[config.mk]
export PLATFORM = sky130hd
export DESIGN_NAME = alu_op_sequencer
export DESIGN_NICKNAME = d
export VERILOG_FILES = /design/src/rtl/alu_op_sequencer.sv
export SDC_FILE = /design/constraint.sdc
export NUM_CORES = 1
export LEC_CHECK = 0
export ABC_AREA = 1
export BUFFER_PORTS_ARGS = -buffer_cell sky130_fd_sc_hd__clkbuf_2
export CAP_MARGIN = 30
export CORE_MARGIN = 4
export CORE_UTILIZATION = 52
export CTS_BUF_LIST = sky130_fd_sc_hd__clkbuf_8
export CTS_CLUSTER_SIZE = 12
export DETAILED_ROUTE_END_ITERATION = 8
export PLACE_DENSITY_LB_ADDON = 0.3
export SLEW_MARGIN = 20
export SYNTH_ARGS = -nofsm -noshare
export SYNTH_HDL_FRONTEND = slang
export SYNTH_SLANG_ARGS = --single-unit
[constraint.sdc]
create_clock -name clk -period 1.61 [get_ports clk]
set_clock_uncertainty 0.05 [all_clocks]
set_input_delay 0.161 -clock clk [delete_from_list [all_inputs] [get_ports clk]]
set_output_delay 0.161 -clock clk [all_outputs]
set_load 0.02 [all_outputs]
[src/rtl/alu_op_sequencer.sv]
// Multi-cycle sequencer for one ALU or move instruction over a 4-entry register file
// and a registered 8-bit ALU, with a start/busy/done handshake.
//
// state | meaning
// IDLE  | waiting for start; latches instruction fields on accept
// RDA   | read first source (rs for MR, rd otherwise)
// RDB   | capture first operand, read rs (register-form ALU only)
// OPND  | capture remaining operand(s)
// ALU   | one-cycle alu_en pulse with mode and operands
// WB    | write result back, load flags for ALU ops
// DONE  | one-cycle done pulse, illegal qualifies it
module alu_op_sequencer #(
  parameter int DW  = 8,
  parameter int RSW = 2
) (
  input  logic           clk,
  input  logic           rst_n,
  input  logic           start,
  input  logic [3:0]     opcode,
  input  logic [RSW-1:0] rd,
  input  logic [RSW-1:0] rs,
  input  logic [DW-1:0]  imm,
  input  logic [DW-1:0]  reg_rdata,
  input  logic [DW-1:0]  alu_result,
  input  logic           alu_zero,
  input  logic           alu_carry,
  output logic [RSW-1:0] reg_sel,
  output logic           reg_en,
  output logic           reg_rw,
  output logic [DW-1:0]  reg_wdata,
  output logic           alu_en,
  output logic [2:0]     alu_mode,
  output logic [DW-1:0]  alu_a,
  output logic [DW-1:0]  alu_b,
  output logic           busy,
  output logic           done,
  output logic           illegal,
  output logic           zero_flag,
  output logic           carry_flag
);

  typedef enum logic [2:0] {
    S_IDLE, S_RDA, S_RDB, S_OPND, S_ALU, S_WB, S_DONE
  } state_t;

  state_t         state_q, state_d;
  logic [3:0]     op_q;
  logic [RSW-1:0] rd_q, rs_q;
  logic [DW-1:0]  imm_q, a_q, b_q;
  logic           zero_q, carry_q;

  function automatic logic [2:0] mode_of(input logic [3:0] op);
    case (op)
      4'b0100, 4'b1100: mode_of = 3'b000;
      4'b0101, 4'b1101: mode_of = 3'b001;
      4'b0110, 4'b1110: mode_of = 3'b100;
      4'b1000, 4'b1001: mode_of = 3'b101;
      4'b1010, 4'b1011: mode_of = 3'b110;
      4'b0111, 4'b1111: mode_of = 3'b111;
      default:          mode_of = 3'b000;
    endcase
  endfunction

  // Opcodes 0100..1111 are all ALU ops; 11xx plus 1001/1011 take the immediate.
  logic op_alu, op_imm, op_cmp, op_mi, op_mr, op_ill;
  logic in_alu, in_mi, in_mr;

  assign op_alu = op_q[3] | op_q[2];
  assign op_imm = op_q[3] & (op_q[2] | op_q[0]);
  assign op_cmp = (op_q[2:0] == 3'b111);
  assign op_mi  = (op_q == 4'b0010);
  assign op_mr  = (op_q == 4'b0011);
  assign op_ill = (op_q[3:1] == 3'b000);

  assign in_alu = opcode[3] | opcode[2];
  assign in_mi  = (opcode == 4'b0010);
  assign in_mr  = (opcode == 4'b0011);

  always_ff @(posedge clk or negedge rst_n) begin
    if (!rst_n) begin
      state_q <= S_IDLE;
      op_q    <= '0;
      rd_q    <= '0;
      rs_q    <= '0;
      imm_q   <= '0;
      a_q     <= '0;
      b_q     <= '0;
      zero_q  <= 1'b0;
      carry_q <= 1'b0;
    end else begin
      state_q <= state_d;
      case (state_q)
        S_IDLE: begin
          if (start) begin
            op_q  <= opcode;
            rd_q  <= rd;
            rs_q  <= rs;
            imm_q <= imm;
          end
        end
        S_RDB: a_q <= reg_rdata;
        S_OPND: begin
          if (op_mr) begin
            a_q <= reg_rdata;
          end else if (op_imm) begin
            a_q <= reg_rdata;
            b_q <= imm_q;
          end else begin
            b_q <= reg_rdata;
          end
        end
        S_WB: begin
          if (op_alu) begin
            zero_q  <= alu_zero;
            carry_q <= alu_carry;
          end
        end
        default: ;
      endcase
    end
  end

  always_comb begin
    state_d   = state_q;
    reg_sel   = '0;
    reg_en    = 1'b0;
    reg_rw    = 1'b0;
    reg_wdata = '0;
    alu_en    = 1'b0;
    alu_mode  = 3'b000;
    alu_a     = '0;
    alu_b     = '0;
    done      = 1'b0;
    illegal   = 1'b0;
    case (state_q)
      S_IDLE: begin
        if (start) begin
          if (in_alu || in_mr) state_d = S_RDA;
          else if (in_mi)      state_d = S_WB;
          else                 state_d = S_DONE;
        end
      end
      S_RDA: begin
        reg_en  = 1'b1;
        reg_rw  = 1'b1;
        reg_sel = op_mr ? rs_q : rd_q;
        state_d = (op_alu && !op_imm) ? S_RDB : S_OPND;
      end
      S_RDB: begin
        reg_en  = 1'b1;
        reg_rw  = 1'b1;
        reg_sel = rs_q;
        state_d = S_OPND;
      end
      S_OPND: state_d = op_mr ? S_WB : S_ALU;
      S_ALU: begin
        alu_en   = 1'b1;
        alu_mode = mode_of(op_q);
        alu_a    = a_q;
        alu_b    = b_q;
        state_d  = S_WB;
      end
      S_WB: begin
        if (op_alu) begin
          alu_a = a_q;
          alu_b = b_q;
          // compares only update flags
          if (!op_cmp) begin
            reg_en    = 1'b1;
            reg_sel   = rd_q;
            reg_wdata = alu_result;
          end
        end else begin
          reg_en    = 1'b1;
          reg_sel   = rd_q;
          reg_wdata = op_mi ? imm_q : a_q;
        end
        state_d = S_DONE;
      end
      S_DONE: begin
        done    = 1'b1;
        illegal = op_ill;
        state_d = S_IDLE;
      end
      default: state_d = S_IDLE;
    endcase
  end

  assign busy       = (state_q != S_IDLE) && (state_q != S_DONE);
  assign zero_flag  = zero_q;
  assign carry_flag = carry_q;

endmodule

==> metrics.txt <==
placeable core area 4000 µm²; Clock Tree Buf Depth 2; MaxCap Viol Count 0; Multi-input gate area 1220 µm²; fillers 203; asr flop ratio synth 100%; P_leak 1.85 nW; global route hottest layer met2; setup slack after layout -0.253 ns; syn_nets 348; GR met3 Demand/Resource 5.82%; Root Buffer clkbuf_8; pwr dens 2050 nW/µm²; R2R cell count 7; Syn-to-layout area delta 60.6%; Synth area leaders dfrtp_1 43%, nand2_1 15%, inv_1 8.9%; vias in the first global route 2271; Yosys top cell area share 43.1%; Post-Synthesis Cells 311; met2 usage 40.7%; largest net degree at the start of global routing 31; Detailed Place HPWL 4350 µm; Routed Antenna Nets 0; VDD IR max 0.00151 V; Worst-Skew Late Latency 0.30 ns; PortBufs 73; cell with the most instances after synthesis nand2_1; outcome finished, violations left; RD Place Congestion 0.861; Die Area 5220 µm²; WP data arrival 1.65 ns; CTS clk-pin slew, worst paths 0.08 ns; Worst Path Max Fanout 4; min-delay worst type in2reg; period utilization 116%; CP Class reg2out; Syn Std Cell Area 2150 µm²; Final min period 1.86 ns; TritonCTS clock tree built; Max Slew Vio Count 0; n_diodes 0; CTS Sinks 37; TNS Setup -4.81 ns; synth cell count leaders 84 x nand2_1, 51 x inv_1, 40 x nor2_1; die width 72.3 µm; DR WL/cell 17.1 µm; IO Pins 74; gr usage total 25.9%; R2R Path End a_q[5]$_DFFE_PN0P_; Worst-Margin Slew 0.495 ns; slew margin rel. 67.0%; initial core utilization 53.7%; M1 GR Usage 35.8%; syn_area_per_cell 6.91 µm²; Final Hold Slack 0.0131 ns; Yosys cell types 21; #FFs+latches synth 37; drt drc 0; Required @ worst endpoint 1.40 ns; dominant synthesized flop cell dfrtp_1; setup violators final 33; final hold vios 0; H-tree Lvls 2; hold path depth 3; Final #Nets 456; TritonCTS Buffers 5; Vias 2620; area leader, netlist dfrtp_1; Min-Delay Startpoint alu_zero; failing checks setup timing; register area 930 µm²; first-pass GRT wire length 10500 µm; # rows 23; number of vias per cell 5.57; RSZ-0062 raised after global routing true; Fmax 0.537 GHz; R2R Setup Slk 0.03 ns; CP endpoint kind output pin; fraction of layout cells with a size suffix above 1 43.3%; Post-synth EDFFs 0; DP Cell Count 441; Detailed Route Iter0 Violations 325; WHS Endpoint zero_flag$_DFFE_PN0P_; initial antenna violation count 0; chip height 72.3 µm; Routed WL 8020 µm; FF-to-FF Start op_q[2]$_DFFE_PN0P_; Ys Warns 0; CP Launch Type register; Overflow after GRT 0; Non-Filler Instances 470; Initial DRT Pass Iterations 5; Seq/Total Area, Yosys 43.1%
==> where the power goes <==
part | internal [mW] | leakage [nW] | switching (mW) | total [mW]
Sequential | 1.39 | 0.431 | 0.377 | 1.77
Clock | 0.464 | 0.0543 | 0.371 | 0.835
Combinational | 1.77 | 1.36 | 2.69 | 4.46
Total | 3.62 | 1.85 | 3.44 | 7.06
==> critical path: stages, from the launching register on <==
cell and delay, ns:
dfrtp_1 0.42, buf_6 0.14, nor2_4 0.12, nand2_4 0.08, inv_4 0.07, o211ai_1 0.14
nor2_1 0.20, buf_4 0.17
==> metal layers <==
layer / routed length, µm / vias up
met2: 3980 / 192
met4: 264 / 0
met5: 0 / -
met1: 2940 / 1214
li1: - / 1180
met3: 835 / 34
==> what timing repair did <==
action / in CTS / in global routing
hold buffers: 1 / 0
buffers inserted: 10 / 12
endpoints found under the hold margin: 17 / 0
pin swaps: 6 / 11
gates cloned: 0 / 1
endpoints found under the setup margin: 32 / 46
resized for setup: 55 / 127
==> placed cells by master, fill, tap and decap left out, types with 3 or more instances in the layout <==
master / instances
nor2_2: 4
a21oi_1: 14
nand2_2: 6
o211ai_1: 6
buf_4: 33
inv_2: 8
clkbuf_8: 9
o21ai_0: 8
dfrtp_1: 34
nand3_2: 3
nor2_4: 19
o21ai_1: 11
buf_6: 26
nand2_4: 6
o21ai_2: 4
dfrtp_2: 3
nand2_1: 75
nand3_1: 22
clkbuf_2: 39
nor2_1: 22
nor3_2: 4
inv_1: 44
==> cell type report <==
class,instances,area share [%]
Timing Repair Buffer,110,26.3
Clock inverter,3,1.34
Sequential cell,37,26.9
Multi-Input combinational cell,210,35.4
Tap cell,50,1.81
Clock buffer,5,1.99
Inverter,55,6.27
==> metrics by stage <==
stage	util [%]	area [µm²]	power [mW]	worst slack (ns)
3_3_place_gp	66.2	2650	4.44	0.0715
6_report	86.3	3450	7.06	-0.253
3_5_place_dp	66.2	2650	4.52	0.0199
2_1_floorplan	-	2150	3.62	-0.00828
4_1_cts	75.4	3020	5.80	-0.161
5_1_grt	86.3	3450	7.44	-0.288
==> sequential cells by signal, indices dropped and copies added, names as in the netlist <==
register and flops:
a_q 8, b_q 8, imm_q 8, op_q 4, state_q 3, rd_q 2
rs_q 2, carry_flag 1, zero_flag 1
==> cell families after synthesis <==
| logic type | after synthesis | synth area share [%] |
|---|---|---|
| AND/OR/NAND/NOR | 164 | 32.8 |
| AO/OA/AOI/OAI | 46 | 11.5 |
| flip-flops | 37 | 43.1 |
| buffers and inverters | 64 | 12.5 |
==> worst max path at each step <==
stage	startpoint	to	slack [ns]	cells after the start
5_1_grt	state_q[1]$_DFFE_PN0P_	alu_mode[0]	-0.29	7
3_3_place_gp	state_q[1]$_DFFE_PN0P_	reg_wdata[1]	0.07	8
2_1_floorplan	op_q[2]$_DFFE_PN0P_	reg_sel[0]	-0.008	5
4_1_cts	state_q[1]$_DFFE_PN0P_	reg_sel[0]	-0.16	9
6_report	state_q[1]$_DFFE_PN0P_	alu_mode[0]	-0.25	7
3_5_place_dp	state_q[2]$_DFFE_PN0P_	reg_wdata[1]	0.02	7
No activity file was read; power rests on OpenSTA's default activity.
